**src/rtl/id_stage_pkg.sv**
```systemverilog
// Shared opcode map, field positions, operand-use lists and decode payload for the ID stage.
package id_stage_pkg;

  localparam int unsigned DATA_W   = 16;
  localparam int unsigned RA_W     = 3;
  localparam int unsigned OP_W     = 4;
  localparam int unsigned INSTR_W  = 16;

  // Instruction field positions (LSB of each field)
  localparam int unsigned OP_LSB   = 12;
  localparam int unsigned RD_LSB   = 9;
  localparam int unsigned RS1_LSB  = 6;
  localparam int unsigned RS2_LSB  = 3;
  localparam int unsigned IMM6_W   = 6;
  localparam int unsigned IMM12_W  = 12;

  localparam logic [OP_W-1:0] OP_ADD  = 4'h0;
  localparam logic [OP_W-1:0] OP_SUB  = 4'h1;
  localparam logic [OP_W-1:0] OP_AND  = 4'h2;
  localparam logic [OP_W-1:0] OP_OR   = 4'h3;
  localparam logic [OP_W-1:0] OP_ADDI = 4'h4;
  localparam logic [OP_W-1:0] OP_LD   = 4'h5;
  localparam logic [OP_W-1:0] OP_ST   = 4'h6;
  localparam logic [OP_W-1:0] OP_BEQ  = 4'h7;
  localparam logic [OP_W-1:0] OP_JMP  = 4'h8;
  localparam logic [OP_W-1:0] OP_NOP  = 4'hE;
  localparam logic [OP_W-1:0] OP_HLT  = 4'hF;

  // Opcodes with a defined meaning; everything else is treated as NOP
  function automatic logic is_defined_op(input logic [OP_W-1:0] op);
    case (op)
      OP_ADD, OP_SUB, OP_AND, OP_OR, OP_ADDI, OP_LD, OP_ST,
      OP_BEQ, OP_JMP, OP_NOP, OP_HLT: return 1'b1;
      default:                        return 1'b0;
    endcase
  endfunction

  // Opcodes that read the rs1 port
  function automatic logic uses_rs1(input logic [OP_W-1:0] op);
    case (op)
      OP_ADD, OP_SUB, OP_AND, OP_OR, OP_ADDI, OP_LD, OP_ST, OP_BEQ: return 1'b1;
      default:                                                      return 1'b0;
    endcase
  endfunction

  // Opcodes that read the rs2 port
  function automatic logic uses_rs2(input logic [OP_W-1:0] op);
    case (op)
      OP_ADD, OP_SUB, OP_AND, OP_OR, OP_ST, OP_BEQ: return 1'b1;
      default:                                      return 1'b0;
    endcase
  endfunction

  // Decoded view of one instruction
  typedef struct packed {
    logic [OP_W-1:0]   op;
    logic [RA_W-1:0]   rd;
    logic [RA_W-1:0]   rs1;
    logic [RA_W-1:0]   rs2;
    logic [DATA_W-1:0] imm6;
    logic [DATA_W-1:0] imm12;
    logic              reg_write;
    logic              mem_read;
    logic              mem_write;
    logic              use_rs1;
    logic              use_rs2;
    logic              is_beq;
    logic              is_jmp;
    logic              is_hlt;
  } id_dec_t;

endpackage

```
**src/rtl/id_decode.sv**
```systemverilog
// Combinational instruction decoder: register addresses, immediates, control bits, operand-use flags.
module id_decode
  import id_stage_pkg::*;
(
  input  logic [INSTR_W-1:0] i_instr,
  output id_dec_t            o_dec_c
);

  logic [OP_W-1:0] w_raw_op;
  logic [OP_W-1:0] w_op;

  assign w_raw_op = i_instr[OP_LSB +: OP_W];
  assign w_op     = is_defined_op(w_raw_op) ? w_raw_op : OP_NOP;

  // Field extraction and control decode; undefined opcodes fall out as NOP
  always_comb begin
    o_dec_c         = '0;
    o_dec_c.op      = w_op;
    o_dec_c.rd      = i_instr[RD_LSB  +: RA_W];
    o_dec_c.rs1     = i_instr[RS1_LSB +: RA_W];
    // ST and BEQ carry their second source in the rd field
    o_dec_c.rs2     = (w_op == OP_ST || w_op == OP_BEQ) ? i_instr[RD_LSB +: RA_W]
                                                        : i_instr[RS2_LSB +: RA_W];
    o_dec_c.imm6    = {{(DATA_W-IMM6_W){i_instr[IMM6_W-1]}}, i_instr[IMM6_W-1:0]};
    o_dec_c.imm12   = {{(DATA_W-IMM12_W){i_instr[IMM12_W-1]}}, i_instr[IMM12_W-1:0]};
    o_dec_c.use_rs1 = uses_rs1(w_op);
    o_dec_c.use_rs2 = uses_rs2(w_op);
    case (w_op)
      OP_ADD, OP_SUB, OP_AND, OP_OR, OP_ADDI: o_dec_c.reg_write = 1'b1;
      OP_LD: begin
        o_dec_c.reg_write = 1'b1;
        o_dec_c.mem_read  = 1'b1;
      end
      OP_ST:   o_dec_c.mem_write = 1'b1;
      OP_BEQ:  o_dec_c.is_beq    = 1'b1;
      OP_JMP:  o_dec_c.is_jmp    = 1'b1;
      OP_HLT:  o_dec_c.is_hlt    = 1'b1;
      default: ;
    endcase
  end

endmodule

```
**src/rtl/id_stage.sv**
```systemverilog
// Decode stage: IF/ID register, operand read, load-use stall, BEQ/JMP redirect, halt latch, ID/EX register.
module id_stage
  import id_stage_pkg::*;
(
  input  logic              clk,
  input  logic              rst,
  input  logic [DATA_W-1:0] if_pc,
  input  logic [INSTR_W-1:0] if_instr,
  output logic [RA_W-1:0]   rs1_addr,
  output logic [RA_W-1:0]   rs2_addr,
  input  logic [DATA_W-1:0] rs1_data,
  input  logic [DATA_W-1:0] rs2_data,
  output logic              stall_if,
  output logic              flush_if,
  output logic              branch_taken,
  output logic [DATA_W-1:0] branch_target,
  output logic              halt,
  output logic              idex_valid,
  output logic [DATA_W-1:0] idex_pc,
  output logic [OP_W-1:0]   idex_op,
  output logic [RA_W-1:0]   idex_rd,
  output logic [DATA_W-1:0] idex_a,
  output logic [DATA_W-1:0] idex_b,
  output logic [DATA_W-1:0] idex_imm,
  output logic              idex_reg_write,
  output logic              idex_mem_read,
  output logic              idex_mem_write
);

  logic               r_id_valid;
  logic [DATA_W-1:0]  r_id_pc;
  logic [INSTR_W-1:0] r_id_instr;
  logic               r_halt;

  logic               r_idex_valid;
  logic [DATA_W-1:0]  r_idex_pc;
  logic [OP_W-1:0]    r_idex_op;
  logic [RA_W-1:0]    r_idex_rd;
  logic [DATA_W-1:0]  r_idex_a;
  logic [DATA_W-1:0]  r_idex_b;
  logic [DATA_W-1:0]  r_idex_imm;
  logic               r_idex_reg_write;
  logic               r_idex_mem_read;
  logic               r_idex_mem_write;

  id_dec_t            w_dec;
  logic               w_rs1_hit;
  logic               w_rs2_hit;
  logic               w_hazard;
  logic               w_br_ok;
  logic               w_taken;
  logic [DATA_W-1:0]  w_br_off;
  logic               w_bubble;
  logic               w_halt_set;

  id_decode u_decode (
    .i_instr (r_id_instr),
    .o_dec_c (w_dec)
  );

  // Load-use: the load sitting in ID/EX writes a register the instruction in ID reads
  assign w_rs1_hit  = w_dec.use_rs1 && (r_idex_rd == w_dec.rs1);
  assign w_rs2_hit  = w_dec.use_rs2 && (r_idex_rd == w_dec.rs2);
  assign w_hazard   = r_id_valid && r_idex_valid && r_idex_mem_read &&
                      (r_idex_rd != '0) && (w_rs1_hit || w_rs2_hit);

  // Branch resolves only once its operands are valid and the core is running
  assign w_br_ok    = r_id_valid && !w_hazard && !r_halt;
  assign w_taken    = w_br_ok && ((w_dec.is_beq && (rs1_data == rs2_data)) || w_dec.is_jmp);
  assign w_br_off   = w_dec.is_jmp ? w_dec.imm12 : w_dec.imm6;

  assign w_bubble   = r_halt || w_hazard || !r_id_valid;
  assign w_halt_set = r_id_valid && w_dec.is_hlt && !w_hazard;

  assign rs1_addr       = w_dec.rs1;
  assign rs2_addr       = w_dec.rs2;
  assign stall_if       = w_hazard;
  assign flush_if       = w_taken;
  assign branch_taken   = w_taken;
  assign branch_target  = w_taken ? (r_id_pc + DATA_W'(1) + w_br_off) : '0;
  assign halt           = r_halt;

  assign idex_valid     = r_idex_valid;
  assign idex_pc        = r_idex_pc;
  assign idex_op        = r_idex_op;
  assign idex_rd        = r_idex_rd;
  assign idex_a         = r_idex_a;
  assign idex_b         = r_idex_b;
  assign idex_imm       = r_idex_imm;
  assign idex_reg_write = r_idex_reg_write;
  assign idex_mem_read  = r_idex_mem_read;
  assign idex_mem_write = r_idex_mem_write;

  // IF/ID register: hold on halt or stall, squash on redirect, else load from fetch
  always_ff @(posedge clk or posedge rst) begin
    if (rst) begin
      r_id_valid <= 1'b0;
      r_id_pc    <= '0;
      r_id_instr <= '0;
    end else if (r_halt || w_hazard) begin
      r_id_valid <= r_id_valid;
    end else if (w_taken) begin
      r_id_valid <= 1'b0;
    end else begin
      r_id_valid <= 1'b1;
      r_id_pc    <= if_pc;
      r_id_instr <= if_instr;
    end
  end

  // Sticky halt, cleared only by reset
  always_ff @(posedge clk or posedge rst) begin
    if (rst) begin
      r_halt <= 1'b0;
    end else if (w_halt_set) begin
      r_halt <= 1'b1;
    end
  end

  // ID/EX register: bubble on stall, halt or empty ID, else capture decoded instruction
  always_ff @(posedge clk or posedge rst) begin
    if (rst) begin
      r_idex_valid     <= 1'b0;
      r_idex_pc        <= '0;
      r_idex_op        <= '0;
      r_idex_rd        <= '0;
      r_idex_a         <= '0;
      r_idex_b         <= '0;
      r_idex_imm       <= '0;
      r_idex_reg_write <= 1'b0;
      r_idex_mem_read  <= 1'b0;
      r_idex_mem_write <= 1'b0;
    end else if (w_bubble) begin
      r_idex_valid     <= 1'b0;
      r_idex_pc        <= '0;
      r_idex_op        <= '0;
      r_idex_rd        <= '0;
      r_idex_a         <= '0;
      r_idex_b         <= '0;
      r_idex_imm       <= '0;
      r_idex_reg_write <= 1'b0;
      r_idex_mem_read  <= 1'b0;
      r_idex_mem_write <= 1'b0;
    end else begin
      r_idex_valid     <= 1'b1;
      r_idex_pc        <= r_id_pc;
      r_idex_op        <= w_dec.op;
      r_idex_rd        <= w_dec.rd;
      r_idex_a         <= rs1_data;
      r_idex_b         <= rs2_data;
      r_idex_imm       <= w_dec.imm6;
      r_idex_reg_write <= w_dec.reg_write;
      r_idex_mem_read  <= w_dec.mem_read;
      r_idex_mem_write <= w_dec.mem_write;
    end
  end

endmodule

```
**config.mk**
```make
export PLATFORM = sky130hd
export DESIGN_NAME = id_stage
export DESIGN_NICKNAME = d
export VERILOG_FILES = /design/src/rtl/id_stage_pkg.sv /design/src/rtl/id_decode.sv /design/src/rtl/id_stage.sv
export SDC_FILE = /design/constraint.sdc
export NUM_CORES = 1
export LEC_CHECK = 0
export ABC_AREA = 1
export CORE_MARGIN = 8
export CORE_UTILIZATION = 35
export CTS_BUF_LIST = sky130_fd_sc_hd__clkbuf_8
export DETAILED_ROUTE_END_ITERATION = 8
export PLACE_DENSITY = 0.75
export SYNTH_ARGS = -nofsm -noshare
export SYNTH_HDL_FRONTEND = slang
export SYNTH_SLANG_ARGS = --single-unit
```
**constraint.sdc**
```tcl
create_clock -name clk -period 7.05 [get_ports clk]
set_input_delay 1.41 -clock clk [delete_from_list [all_inputs] [get_ports clk]]
set_output_delay 1.41 -clock clk [all_outputs]
set_load 0.01 [all_outputs]
```
* Yosys cells after proc, flatten, opt, wreduce, memory -nomap -nowiden
Memory sizes are Yosys's and may differ from the RTL's. Index checks and enable logic that the tools add are counted.
Operators by class: divide/modulo/power cells 0, eq/ne operators 12, shifts and indexed selects 0, reductions and logical operators 25, mux-type cells 23, bitwise operators 2, multiply operators 0, magnitude comparators 0, $add $sub $neg 2
Operators with widths (count):
- 2-to-1 mux 16 bit | 6
- adder 16 x 1 -> 16 bit (second input constant) | 1
- adder 16 bit | 1
- equality test 16 bit | 1
- equality test 4 x 3 -> 1 bit (second input constant) | 4
- 2-to-1 mux 1 bit | 13
- logical AND 1 bit | 12
- OR reduction 6 bit | 2
- equality test 4 x 2 -> 1 bit (second input constant) | 2
- equality test 4 bit (second input constant) | 2
- 2-to-1 mux 4 bit | 2
- equality test 3 bit | 2
- 2-to-1 mux 3 bit | 2
- logical OR 1 bit | 5
- equality test 4 x 1 -> 1 bit (second input constant) | 1
- zero test 4 bit | 1
- zero test 1 bit | 3
- nonzero test 3 bit | 1
- NOT 1 bit | 2
- AND reduction 2 bit | 1
Storage, ports and cells: output and inout port bits 101, RAM bits 0, logic and storage cells 79, register bits 109, bits in latches 0, memories 1, bits of input ports 66, memory bits (read-only) 16
Memories:
- (no name shown) | words 16, width 1, read ports 1, clocked after Yosys merged registers in 0, write ports 0, RTL line id_stage_pkg.sv:31 | case (op)

* Longest topological paths before layout
An unclocked memory read counts as a cell.
depth in word-level cells 15, mapped depth 15, gate-level depth less buffers 14

* Modules after synthesis
Synthesis repeated with hierarchy kept, for this count alone.
Second synthesis, totals: cell total of the unflattened synthesis 722, area total of the unflattened synthesis 5814.3 um^2
Modules (own cells, without submodules):
- id_stage | area each 5363.9 um^2, cells an instance 650, times used 1, seq. area each 2727.6 um^2
- id_decode | area each 450.4 um^2, cells an instance 72, times used 1, seq. area each 0.0 um^2

* Least setup slack after synthesis
Ideal clock, no wire load.
path type input port to output port, start input rs2_data[9], end output branch_target[10], stages 10, buffers on the path 1, required time 5640 ps, path slack 3057 ps, arrival time 2583 ps, cells stage by stage inv_1 > o21ai_0 > nor2_1 > nand2_1 > nor2_1 > nand3_1 > nand2_1 > nand4_2 > buf_2 > nor3_1
Between the ends: cells in the longest elaborated chain, start to end 5
Ends and longest elaborated chain:
- from (decl) | RTL line id_stage.sv:12 | input logic [DATA_W-1:0] rs2_data,
- equality test 16 bit | RTL line id_stage.sv:69 | assign w_taken = w_br_ok && ((w_dec.is_beq && (rs1_data == rs2_data)) || w_dec.is_jmp);
- logical AND 1 bit | RTL line id_stage.sv:69
- logical OR 1 bit | RTL line id_stage.sv:69
- logical AND 1 bit | RTL line id_stage.sv:69
- 2-to-1 mux 16 bit | RTL line id_stage.sv:80 | assign branch_target = w_taken ? (r_id_pc + DATA_W'(1) + w_br_off) : '0;
- to (decl) | RTL line id_stage.sv:16 | output logic [DATA_W-1:0] branch_target,
Every way passes these cells.

* Worst setup path after layout
start input rs2_data[15], end output branch_target[10]
Same word-level chain as after synthesis.

==> impl_results.md <==
* Layout area overhead at 35.52%
* Total gr overflow at 0
* DR DRC count at 0
* Pleak at 0.003458 µW
* Maximum clock rate at 187.6 MHz
* Design area at 0.007017 mm²
* CP endpoint: branch_target[10]
* Status: completed
* Number of enable flip-flop cells after synthesis at 0
* Asr flop ratio synth at 100.0%
* Most common cell after layout, fill and taps aside: clkdlybuf4s50_1
* Max-slew violation count at 0
* Final #Nets at 844
* Iteration-0 DRC Markers at 222
* Fin util at around half
* Share of cells above drive strength 1 at 8.735%
* RSZ-0062 raised after global routing: false
* Placed Area at about 0.0068 mm²
* Sequential share of the synthesized area at 47.85%
* CTS HTree Levels at 3
* Cell variety after synth at 34
* Ratio of final minimum period to clock period at about three quarters
* CP arrival at 3.92 ns
* CP max FO at 17
* Pwr dens at 398.6 mW/mm²
* Setup TNS Final at 0 ns
* Pin count of the biggest net entering global routing at 66
* Clock latency on the worst-skew pair at 0.38 ns
* Reg2reg end: idex_op[1]
* Num Clock Sinks at 99
* Final Setup Violations at 0
* Vias in the first global route at 4280
* Syn_area_per_cell at 8.351 µm²
* Area share of the leading cell type in the synthesized netlist at 47.85%
* Clock-pin slew on the worst setup and hold paths at 0.10 ns
* Core area at around 0.014 mm²
* HPWL Detailed at around 11000 µm
* Final ANT Viol Nets at 0
* Startpoint types: input port
* Clk buf depth at 2
* IO buf count at approximately 170
* Synth area leader: dfrtp_1
* DR pass1 iterations at 4
* Post-Route WL at 14870 µm
* Main flop type after synthesis: dfrtp_1
* Cts hold-fix bufs at 0
* Root Driver: clkbuf_8
* Worst path required time at 5.64 ns
* Final cell count without fillers at 951
* Die Ht at between 100 and 150 µm
* Clock skew at between 0.008 and 0.009 ns
* Crit. End Element: primary output
* Die X-Extent at 137.6 µm
* Fin. Hold Viols at 0
* CTS tree: yes
* Yosys warns at 0
* Most frequent cells in the layout: clkdlybuf4s50_1 (166), nand2_1 (130), dfrtp_1 (99)
* Dpl cells at 935
* Diodes inserted at 0
* Actual slew at the worst max-slew pin at 1.123 ns
* Post-layout min period at 5.329 ns
* Register area at 0.002477 mm²
* Postcts setup bufs at 0
* Vias post-DR at 4395
* Antenna violations before repair at 0
* Rows at 44
* Fill count at roughly 1400
* Worst hold slack at 0.4868 ns
* Mapped Nets at 702
* Total CTS buffers at 9
* Reg2Reg Setup Slack at approximately 3.5 ns
* Crit path launch: rs2_data[15]
* CTS-repair resized insts at 0
* Setup Crit Path Kind: in -> out
* Global-route wire length before repair at between 20000 and 25000 µm
* Gpl congestion at 0.8596
* Global Route Usage Sum at between 15 and 20%
* Post-synthesis instance area at 0.005177 mm²
* Initial core utilization at about 36%
* Area contributors post-synth: dfrtp_1 (48%), nand2_1 (9.5%), inv_1 (6.7%), nor2_2 (4.8%), nor2_1 (4.6%)
* Post-DR vias/cell at ~4.6
* FF-to-FF path depth at 12
* Hold Crit Class: reg -> reg
* I/O Pins at ~170
* Flops & latches, synth at 99
* Die Area at around 0.019 mm²
* Area of the multi-input gates at 0.002086 mm²
* Worst vdd ir at 0.1724 mV
* Rel. slew slack at between 20 and 30%
* # Max-Cap Violations at 0
* Syn Inst Count at 620
* Post-DR wirelength/cell at 15.63 µm
* Launching point of the worst reg2reg path: r_id_instr[15]
-- cell type report --
type,instances,area share [%]
Tap cell,184,3.281
Clock buffer,9,1.765
Timing Repair Buffer,168,23.89
Multi-Input combinational cell,389,29.73
Clock inverter,7,0.8738
Sequential cell,99,35.31
Inverter,95,5.153
-- worst min-delay path by stage --
stage | startpoint | to | slack (ns) | cells after the start
detailed placement | r_id_pc[0] | r_id_pc[0] | 0.46 | 2
finish | r_id_pc[15] | r_id_pc[15] | 0.49 | 2
global placement | r_id_pc[15] | r_id_pc[15] | 0.46 | 2
global route | r_id_pc[0] | r_id_pc[0] | 0.52 | 2
floorplan | r_id_instr[0] | r_id_instr[0] | 0.44 | 2
CTS | r_id_pc[0] | r_id_pc[0] | 0.49 | 2
-- cells in the mapped netlist (all sizes together), types with 3 or more instances --
cell and n:
a21oi 20, o31ai 3, dfrtp 99, a21o 3
nand2 131, nor2 104, inv 94, o21ai 24
nand3 16, xor2 7, nor3 13, o211ai 32
xnor2 8, clkbuf 6, ha 15, buf 31
nand4 6
-- cell families after synthesis --
kind of cell               Yosys count  synth area share [%]
and+or+nand+nor                    271                 22.84
buffers and inverters              132                 12.01
DFF                                 99                 47.85
AOI/OAI and AO/OA                   87                 10.75
adders and majority gates           16                 4.012
xor gates and xnor gates            15                 2.538
-- metrics by stage --
step	power, µW	setup slack, ns
finish	2797	1.721
global route	3053	1.456
CTS	2829	1.689
detailed placement	2466	1.697
global placement	2441	1.723
floorplan	1952	3.050
-- flip-flops by register name, indices dropped and copies added, names as in the netlist --
register        count
halt                1
idex_a             16
idex_b             16
idex_imm            6
idex_mem_read       1
idex_mem_write      1
idex_op             4
idex_pc            16
idex_rd             3
idex_reg_write      1
idex_valid          1
r_id_instr         16
r_id_pc            16
r_id_valid          1
-- per-layer routing --
metal	wire length (µm)	up-vias	track usage [%]
met4	357	0	6.880
met5	0	-	0
met1	6460	2019	19.41
met3	882	25	3.428
met2	7165	125	26.03
li1	-	2226	-
-- critical path: stages --
cell and delay [ns]:
clkdlybuf4s50_1 0.47, inv_1 0.06, nand2_1 0.06, o21ai_0 0.07
nor2_1 0.18, nand2_1 0.07, nor2_1 0.10, nand3_1 0.10
nand2_1 0.11, nand4_2 0.40, nor3_1 0.30, clkdlybuf4s50_1 0.58
-- where the power goes --
part	switching, µW	internal (µW)	total (µW)
combinational	932	620	1550
clock	218	134	352
sequential	154	739	893
total	1300	1490	2800
No activity file was read; power rests on OpenSTA's default activity.
